`config.mk`:
```
export PLATFORM = sky130hd
export DESIGN_NAME = button_event_decoder
export DESIGN_NICKNAME = d
export VERILOG_FILES = /design/src/rtl/button_event_decoder.sv
export SDC_FILE = /design/constraint.sdc
export NUM_CORES = 1
export LEC_CHECK = 0
export ABC_AREA = 1
export BUFFER_PORTS_ARGS = -buffer_cell sky130_fd_sc_hd__buf_2
export CORE_UTILIZATION = 52
export CTS_CLUSTER_DIAMETER = 80
export CTS_CLUSTER_SIZE = 20
export DETAILED_ROUTE_END_ITERATION = 6
export PLACE_DENSITY = 0.7
export SKIP_CTS_REPAIR_TIMING = 1
export SLEW_MARGIN = 20
export SYNTH_ARGS = -nofsm -noshare
export SYNTH_HDL_FRONTEND = slang
export SYNTH_SLANG_ARGS = --single-unit
```
`constraint.sdc`:
```
create_clock -name clk -period 5.1 [get_ports clk]
set_clock_uncertainty 0.15 [all_clocks]
set_input_delay 0.255 -clock clk [delete_from_list [all_inputs] [get_ports clk]]
set_output_delay 0.255 -clock clk [all_outputs]
set_load 0.1 [all_outputs]
```
`src/rtl/button_event_decoder.sv`:
```
// -----------------------------------------------------------------------------
// button_event_decoder
//
// Classifies button activity, delivered as single-cycle edge pulses plus a
// periodic timebase tick, into short, long and double presses. Each
// classified press produces exactly one registered, one-clock event pulse.
//
// Ports
//   clk           in   system clock
//   rst_n         in   asynchronous active-low reset
//   tick          in   periodic timebase pulse, one clk wide
//   press_redge   in   one-cycle pulse on button press
//   press_fedge   in   one-cycle pulse on button release
//   short_press   out  pulse: single short press completed
//   long_press    out  pulse: hold reached LONG_TICKS
//   double_press  out  pulse: second short press released
//   held          out  level: button considered down
//   busy          out  level: a press sequence is in progress
// -----------------------------------------------------------------------------
module button_event_decoder #(
    parameter int LONG_TICKS   = 8,
    parameter int DCLICK_TICKS = 4,
    parameter int CNT_W        = 8
) (
    input  logic clk,
    input  logic rst_n,
    input  logic tick,
    input  logic press_redge,
    input  logic press_fedge,
    output logic short_press,
    output logic long_press,
    output logic double_press,
    output logic held,
    output logic busy
);

    typedef enum logic [2:0] {
        IDLE      = 3'd0,
        PRESS1    = 3'd1,
        WAIT2     = 3'd2,
        PRESS2    = 3'd3,
        LONG_HOLD = 3'd4
    } state_t;

    localparam logic [CNT_W-1:0] LONG_CNT   = CNT_W'(LONG_TICKS);
    localparam logic [CNT_W-1:0] DCLICK_CNT = CNT_W'(DCLICK_TICKS);
    localparam logic [CNT_W-1:0] CNT_ONE    = {{(CNT_W-1){1'b0}}, 1'b1};

    // Saturating increment: the counter sticks at all-ones.
    function automatic logic [CNT_W-1:0] sat_inc(input logic [CNT_W-1:0] v);
        return (&v) ? v : v + CNT_ONE;
    endfunction

    state_t           state_q, state_d;
    logic [CNT_W-1:0] cnt_q, cnt_d;
    logic             short_q, short_d;
    logic             long_q, long_d;
    logic             double_q, double_d;
    logic             held_q, held_d;
    logic             busy_q, busy_d;

    logic             redge;
    logic             fedge;
    logic             tick_v;
    logic [CNT_W-1:0] cnt_inc;

    // Coincident edges cancel; any edge present in a cycle masks the tick.
    assign redge   = press_redge & ~press_fedge;
    assign fedge   = press_fedge & ~press_redge;
    assign tick_v  = tick & ~press_redge & ~press_fedge;
    assign cnt_inc = sat_inc(cnt_q);

    always_comb begin
        state_d  = state_q;
        cnt_d    = cnt_q;
        short_d  = 1'b0;
        long_d   = 1'b0;
        double_d = 1'b0;

        case (state_q)
            IDLE: begin
                if (redge) begin
                    state_d = PRESS1;
                end else if (tick_v) begin
                    cnt_d = cnt_inc;
                end
            end
            PRESS1: begin
                if (fedge) begin
                    state_d = WAIT2;
                end else if (tick_v) begin
                    if (cnt_inc == LONG_CNT) begin
                        long_d  = 1'b1;
                        state_d = LONG_HOLD;
                    end else begin
                        cnt_d = cnt_inc;
                    end
                end
            end
            WAIT2: begin
                if (redge) begin
                    state_d = PRESS2;
                end else if (tick_v) begin
                    // The window closed without a second press.
                    if (cnt_inc == DCLICK_CNT) begin
                        short_d = 1'b1;
                        state_d = IDLE;
                    end else begin
                        cnt_d = cnt_inc;
                    end
                end
            end
            PRESS2: begin
                if (fedge) begin
                    double_d = 1'b1;
                    state_d  = IDLE;
                end else if (tick_v) begin
                    // Second press held long: the first tap is dropped.
                    if (cnt_inc == LONG_CNT) begin
                        long_d  = 1'b1;
                        state_d = LONG_HOLD;
                    end else begin
                        cnt_d = cnt_inc;
                    end
                end
            end
            LONG_HOLD: begin
                if (fedge) begin
                    state_d = IDLE;
                end
            end
            default: begin
                state_d = IDLE;
            end
        endcase

        if (state_d != state_q) begin
            cnt_d = '0;
        end

        // Levels are registered from the next state so they line up with it.
        held_d = (state_d == PRESS1) || (state_d == PRESS2) || (state_d == LONG_HOLD);
        busy_d = (state_d != IDLE);
    end

    always_ff @(posedge clk or negedge rst_n) begin
        if (!rst_n) begin
            state_q  <= IDLE;
            cnt_q    <= '0;
            short_q  <= 1'b0;
            long_q   <= 1'b0;
            double_q <= 1'b0;
            held_q   <= 1'b0;
            busy_q   <= 1'b0;
        end else begin
            state_q  <= state_d;
            cnt_q    <= cnt_d;
            short_q  <= short_d;
            long_q   <= long_d;
            double_q <= double_d;
            held_q   <= held_d;
            busy_q   <= busy_d;
        end
    end

    assign short_press  = short_q;
    assign long_press   = long_q;
    assign double_press = double_q;
    assign held         = held_q;
    assign busy         = busy_q;

endmodule

```
* Word-level counts from Yosys, hierarchy flattened *
Cells that the tools add are included.

word-level totals
  register bits after elaboration = 16
  input port bits = 5
  output and inout bits = 5
  logic and storage cells = 71

operators by class
  add/subtract/negate cells = 1
  eq/ne operators = 18
  muxes and demuxes = 31
  bitwise logic cells = 6
  reductions and logical operators = 8

operators by type and width
  kind                 count
  $mux 8               10
  $mux 3               9
  $pmux 8 s3           1
  $ne 3x3->1 const B   5
  $pmux 3 s5           1
  $mux 1               10
  $eq 3x2->1 const B   3
  $reduce_and 9->1     1
  $add 8x1->8 const B  1
  $eq 8x3->1 const B   1
  $eq 8x4->1 const B   1
  $reduce_and 8->1     1
  $eq 3x1->1 const B   2
  $eq 3x3->1 const B   2
  $ne 3x2->1 const B   2
  $and 1x1->1          4
  $reduce_bool 4->1    1
  $logic_not 3->1      1
  $ne 3x1->1 const B   1
  $ne 3x3->1           1
  $reduce_bool 3->1    1
  $logic_or 1x1->1     2
  $not 1->1            2
  $reduce_or 2->1      1

* Depth between registers and ports, before layout *
  depth after elaboration = 10
  depth in mapped cells = 16
  gate-level depth less buffers = 16

* Worst setup path before layout *
OpenSTA, ideal clock, no wires.

  path type = reg-to-reg
  from = register cnt_q[0]
  to = register cnt_q[0]
  library setup time = 119 ps
  arrival = 1761 ps
  data required time = 4831 ps
  setup slack = 3070 ps
  cell stages (with the launch flop) = 14
  buffers on the path = 0
  clock period less this slack = 2030 ps
  path through = dfrtp_1 -> ha_1 -> nand2_2 -> nor2_8 -> nand2_4 -> nand3_1 -> nor2_4 -> nand4_2 -> nand2_1 -> nand2_1 -> nand2_2 -> nand2_2 -> nand3_4 -> nor2_2

on the way
  word-level cells in the longest chain between the ends = 10
  elaborated cells between the ends (all ways) = 34
  those cells by class = add/sub (1); eq/ne (11); mux (19); reduce/logical (3)

ends and longest elaborated chain
  item                                                    RTL line      source
  from (decl)                                             55            logic [CNT_W-1:0] cnt_q, cnt_d;
  from (signal assigned)                                  157           cnt_q <= cnt_d;
  $add 8x1->8 / $reduce_and 8->1 (equally long branches)  51            return (&v) ? v : v + CNT_ONE;
  $mux 8 (*)                                              51
  $eq 8x4->1 / $eq 8x3->1 (equally long branches)         92, 119, 105
  $mux 3, on equally long branches                        92, 119, 105
  $mux 3, on equally long branches                        117, 103
  $mux 3, on equally long branches                        114, 101, 89
  $pmux 3 s5                                              80            case (state_q)
  $ne 3x3->1                                              137           if (state_d != state_q) begin
  $ne 3x3->1 (no line) (tied with other cells)            n/a
  $reduce_and 9->1 (no line)                              n/a

Every way passes the cells marked *; elsewhere a longest branch is shown, timed or not. The select of a mux whose other input is x is not followed.
A chain may end at the register's enable or synchronous reset.

* Worst setup path after layout *
  from = register cnt_q[0]
  to = register cnt_q[1]

The elaborated chain is that of the path after synthesis.

==> run_results.csv <==
group,metric,value,unit
logic_synthesis,synth_compound_area_share,6.25,%
place,io_buffers,9,
die,fp-row-count,17,
drt,firstDrtPassIters,4,
die,dieArea,2630,um^2
sta,relSlewSlack,67.5,%
sta,worstMarginPinSlew,0.491,ns
drt,vias,1070,
logic_synthesis,synthFlopType,"dfrtp_1",
cells_and_area,final_nets,190,
die,initial_core_util,55.9,%
logic_synthesis,synthArstFlopShare,100,%
die,ioPinCount,10,
global_route,antenna_found_initial,0,
logic_synthesis,yosys.area_share.adder,0.992,%
critical_path,crit_path_top_delay_cell,"dfrtp_1",
power_and_ir_drop,power.leakage,0.720,nW
cells_and_area,multi_input_area,748,um^2
critical_path,worstSetupEndpointType,"register",
logic_synthesis,muxShareOfSynthArea,0,%
power_and_ir_drop,powerDensity,295,nW/um^2
clock_network,cts_buffers,3,
logic_synthesis,synth_top_area_cell,"dfrtp_1",
logic_synthesis,synth_xor_area_share,0,%
critical_path,crit_family,"simple AND/OR/NAND/NOR gates",
critical_path,cpPeakStageDelay,0.45,ns
sta,finalCritPeriodShare,44.2,%
clock_network,cts_buffer_depth,2,
logic_synthesis,syn_area,1260,um^2
sta,hold_viol,0,
critical_path,cp.required,5.11,ns
critical_path,critPathBufInv,0,
clock_network,clock_latency,0.28,ns
critical_path,timing_worst_setup_path_type,"reg -> reg",
power_and_ir_drop,peakVddDrop,0.388,mV
clock_network,cts_tree,"done",
logic_synthesis,synth.distinct_cells,25,
logic_synthesis,synthTopCellsByArea,"dfrtp_1 32%, nand2_1 12%, inv_1 8.6%",
clock_network,htreeDepth,1,
logic_synthesis,synth_top_family_by_area,"simple AND/OR/NAND/NOR gates",
logic_synthesis,yosys.cell_count.top_type,"nand2_1",
logic_synthesis,yosys.area_share.simple,52.1,%
sta,tns,0,ns
sta,period_needed,2.25,ns
drt,viasPerCell,5.10,
critical_path,crit_fanout,9,
status,status,"finished, final reports clean",
drt,drtIter0Drc,13,
logic_synthesis,ys_ff_latch,16,
global_route,grt_pass1_vias,982,
global_route,grt_remaining_overflow,0,
cells_and_area,fill_cells,210,
clock_network,clock-sinks,16,
cells_and_area,area_delta_synth_final,8.93,%
global_route,grt.total_usage,21.3,%
cells_and_area,fin_area,1370,um^2
critical_path,cp-start-kind,"register",
drt,routedWlPerCell,11.3,um
cells_and_area,seqCellArea,400,um^2
sta,setup_viol_count_final,0,
drt,antenna_left,0,
sta,grt_setup_unrepaired,"false",
logic_synthesis,synth_common_cells,"39 x nand2_1, 29 x inv_1, 16 x dfrtp_1",
logic_synthesis,synth_nets,175,
cells_and_area,drive_gt1_share,29.7,%
sta,fmax,443,MHz
global_route,grt_pass1_wl,4220,um
die,die_h,51.3,um
cells_and_area,antenna_cells,0,
critical_path,crit_top_cell,"nand2_2",
logic_synthesis,syn_avg_cell_area,7.46,um^2
place,post-dp-hpwl,1980,um
drt,wirelength,2380,um
clock_network,clockRootBuffer,"clkbuf_4",
die,die_x,51.3,um
worst_hold_path,holdCritPathClass,"in -> reg",
logic_synthesis,synth_top_area_share,31.7,%
logic_synthesis,synth_edf_count,0,
critical_path,crit_arrival,2.27,ns
drt,remaining_drc_errors,0,
logic_synthesis,yosysWarnings,0,
critical_path,path_cells,"ha_1, nand2_2, nor2_8, nand2_4, nand3_1, nor2_4, nand4_2, nand2_1, nand2_1, nand2_2, nand2_2, nand3_4, nor2_2",
global_route,grt_max_degree,17,
job,cap_violations,0,
logic_synthesis,synth_seq_area_share,31.7,%
logic_synthesis,synthCells,169,
place,gp_congestion,0.906,
die,core_area,2250,um^2
place,placed_area,1340,um^2
clock_network,clk_pin_slew_worst_paths,0.09,ns
sta,drv_slew,0,
-- report_power, final --
group	leakage, nW	total [mW]	internal, mW	switching (mW)
clock	0.0138	0.0631	0.0273	0.0358
combinational	0.491	0.188	0.0504	0.137
sequential	0.216	0.155	0.140	0.0152
total	0.720	0.406	0.217	0.188
-- per-stage QoR --
stage | hold slack, ns | power (mW) | utilization, % | setup slack (ns) | instances
4_1_cts | -0.274 | 0.409 | 60.5 | 2.84 | 209
2_1_floorplan | -0.191 | 0.310 | - | 3.07 | 169
3_5_place_dp | 0.0347 | 0.344 | 59.5 | 2.87 | 206
6_report | 0.188 | 0.406 | 60.9 | 2.85 | 210
5_1_grt | 0.221 | 0.435 | 60.9 | 2.65 | 210
3_3_place_gp | 0.0321 | 0.343 | 59.5 | 2.90 | 206
-- cell type report --
| cell class | count | area share (%) |
|---|---|---|
| multi-input combinational | 123 | 54.5 |
| sequential | 16 | 29.1 |
| inverter | 30 | 8.20 |
| timing repair buffer | 10 | 4.01 |
| tap | 28 | 2.55 |
| clock buffer | 3 | 1.64 |
-- worst reg2reg max path: cells and delay by family, from the launching register on --
| family | cells | cell delay [ns] |
|---|---|---|
| fa+ha+maj | 1 | 0.25 |
| flops | 1 | 0.45 |
| simple gates | 12 | 1.30 |
-- layout by cell type, fill, tap and decap left out, types with 4 or more instances in the layout --
master	count
nand4_1	10
nor2_1	12
nor2_4	4
buf_2	9
nor2_2	12
nand2_4	4
nand2_2	10
nand3_1	10
dfrtp_1	16
inv_1	29
nand2_1	39
nand3_2	4
-- worst paths after layout --
| check | start | endpoint | slack, ns | cells after the start |
|---|---|---|---|---|
| setup / recovery | cnt_q[0] | cnt_q[1] | 2.85 | 13 |
| hold / removal | press_redge | double_press | 0.19 | 4 |
| setup reg to reg | cnt_q[0] | cnt_q[1] | 2.85 | 13 |
| hold reg to reg | state_q[2] | short_press | 0.48 | 3 |
| max in group asynchronous | rst_n | cnt_q[5] | 4.28 | 2 |
| min in group asynchronous | rst_n | busy | 0.25 | 2 |
-- state kept, by name, indices dropped and copies added, names as in the netlist --
register	count
busy	1
short_press	1
held	1
state_q	3
double_press	1
cnt_q	8
long_press	1
-- routing by layer --
layer  part of all wire (%)  global-route usage (%)  vias up
li1                       -                       -      567
met1                     51                    30.0      487
met2                     46                    34.0       12
met3                    1.9                    2.68        4
met4                    1.1                    6.31        0
met5                      0                       0        -
-- kinds of logic after synthesis --
kind of cell / after synthesis
buf+inv: 30
fa+ha+maj: 1
compound gates: 10
simple gates: 112
flops: 16
Power figures use the tool's default switching activity.
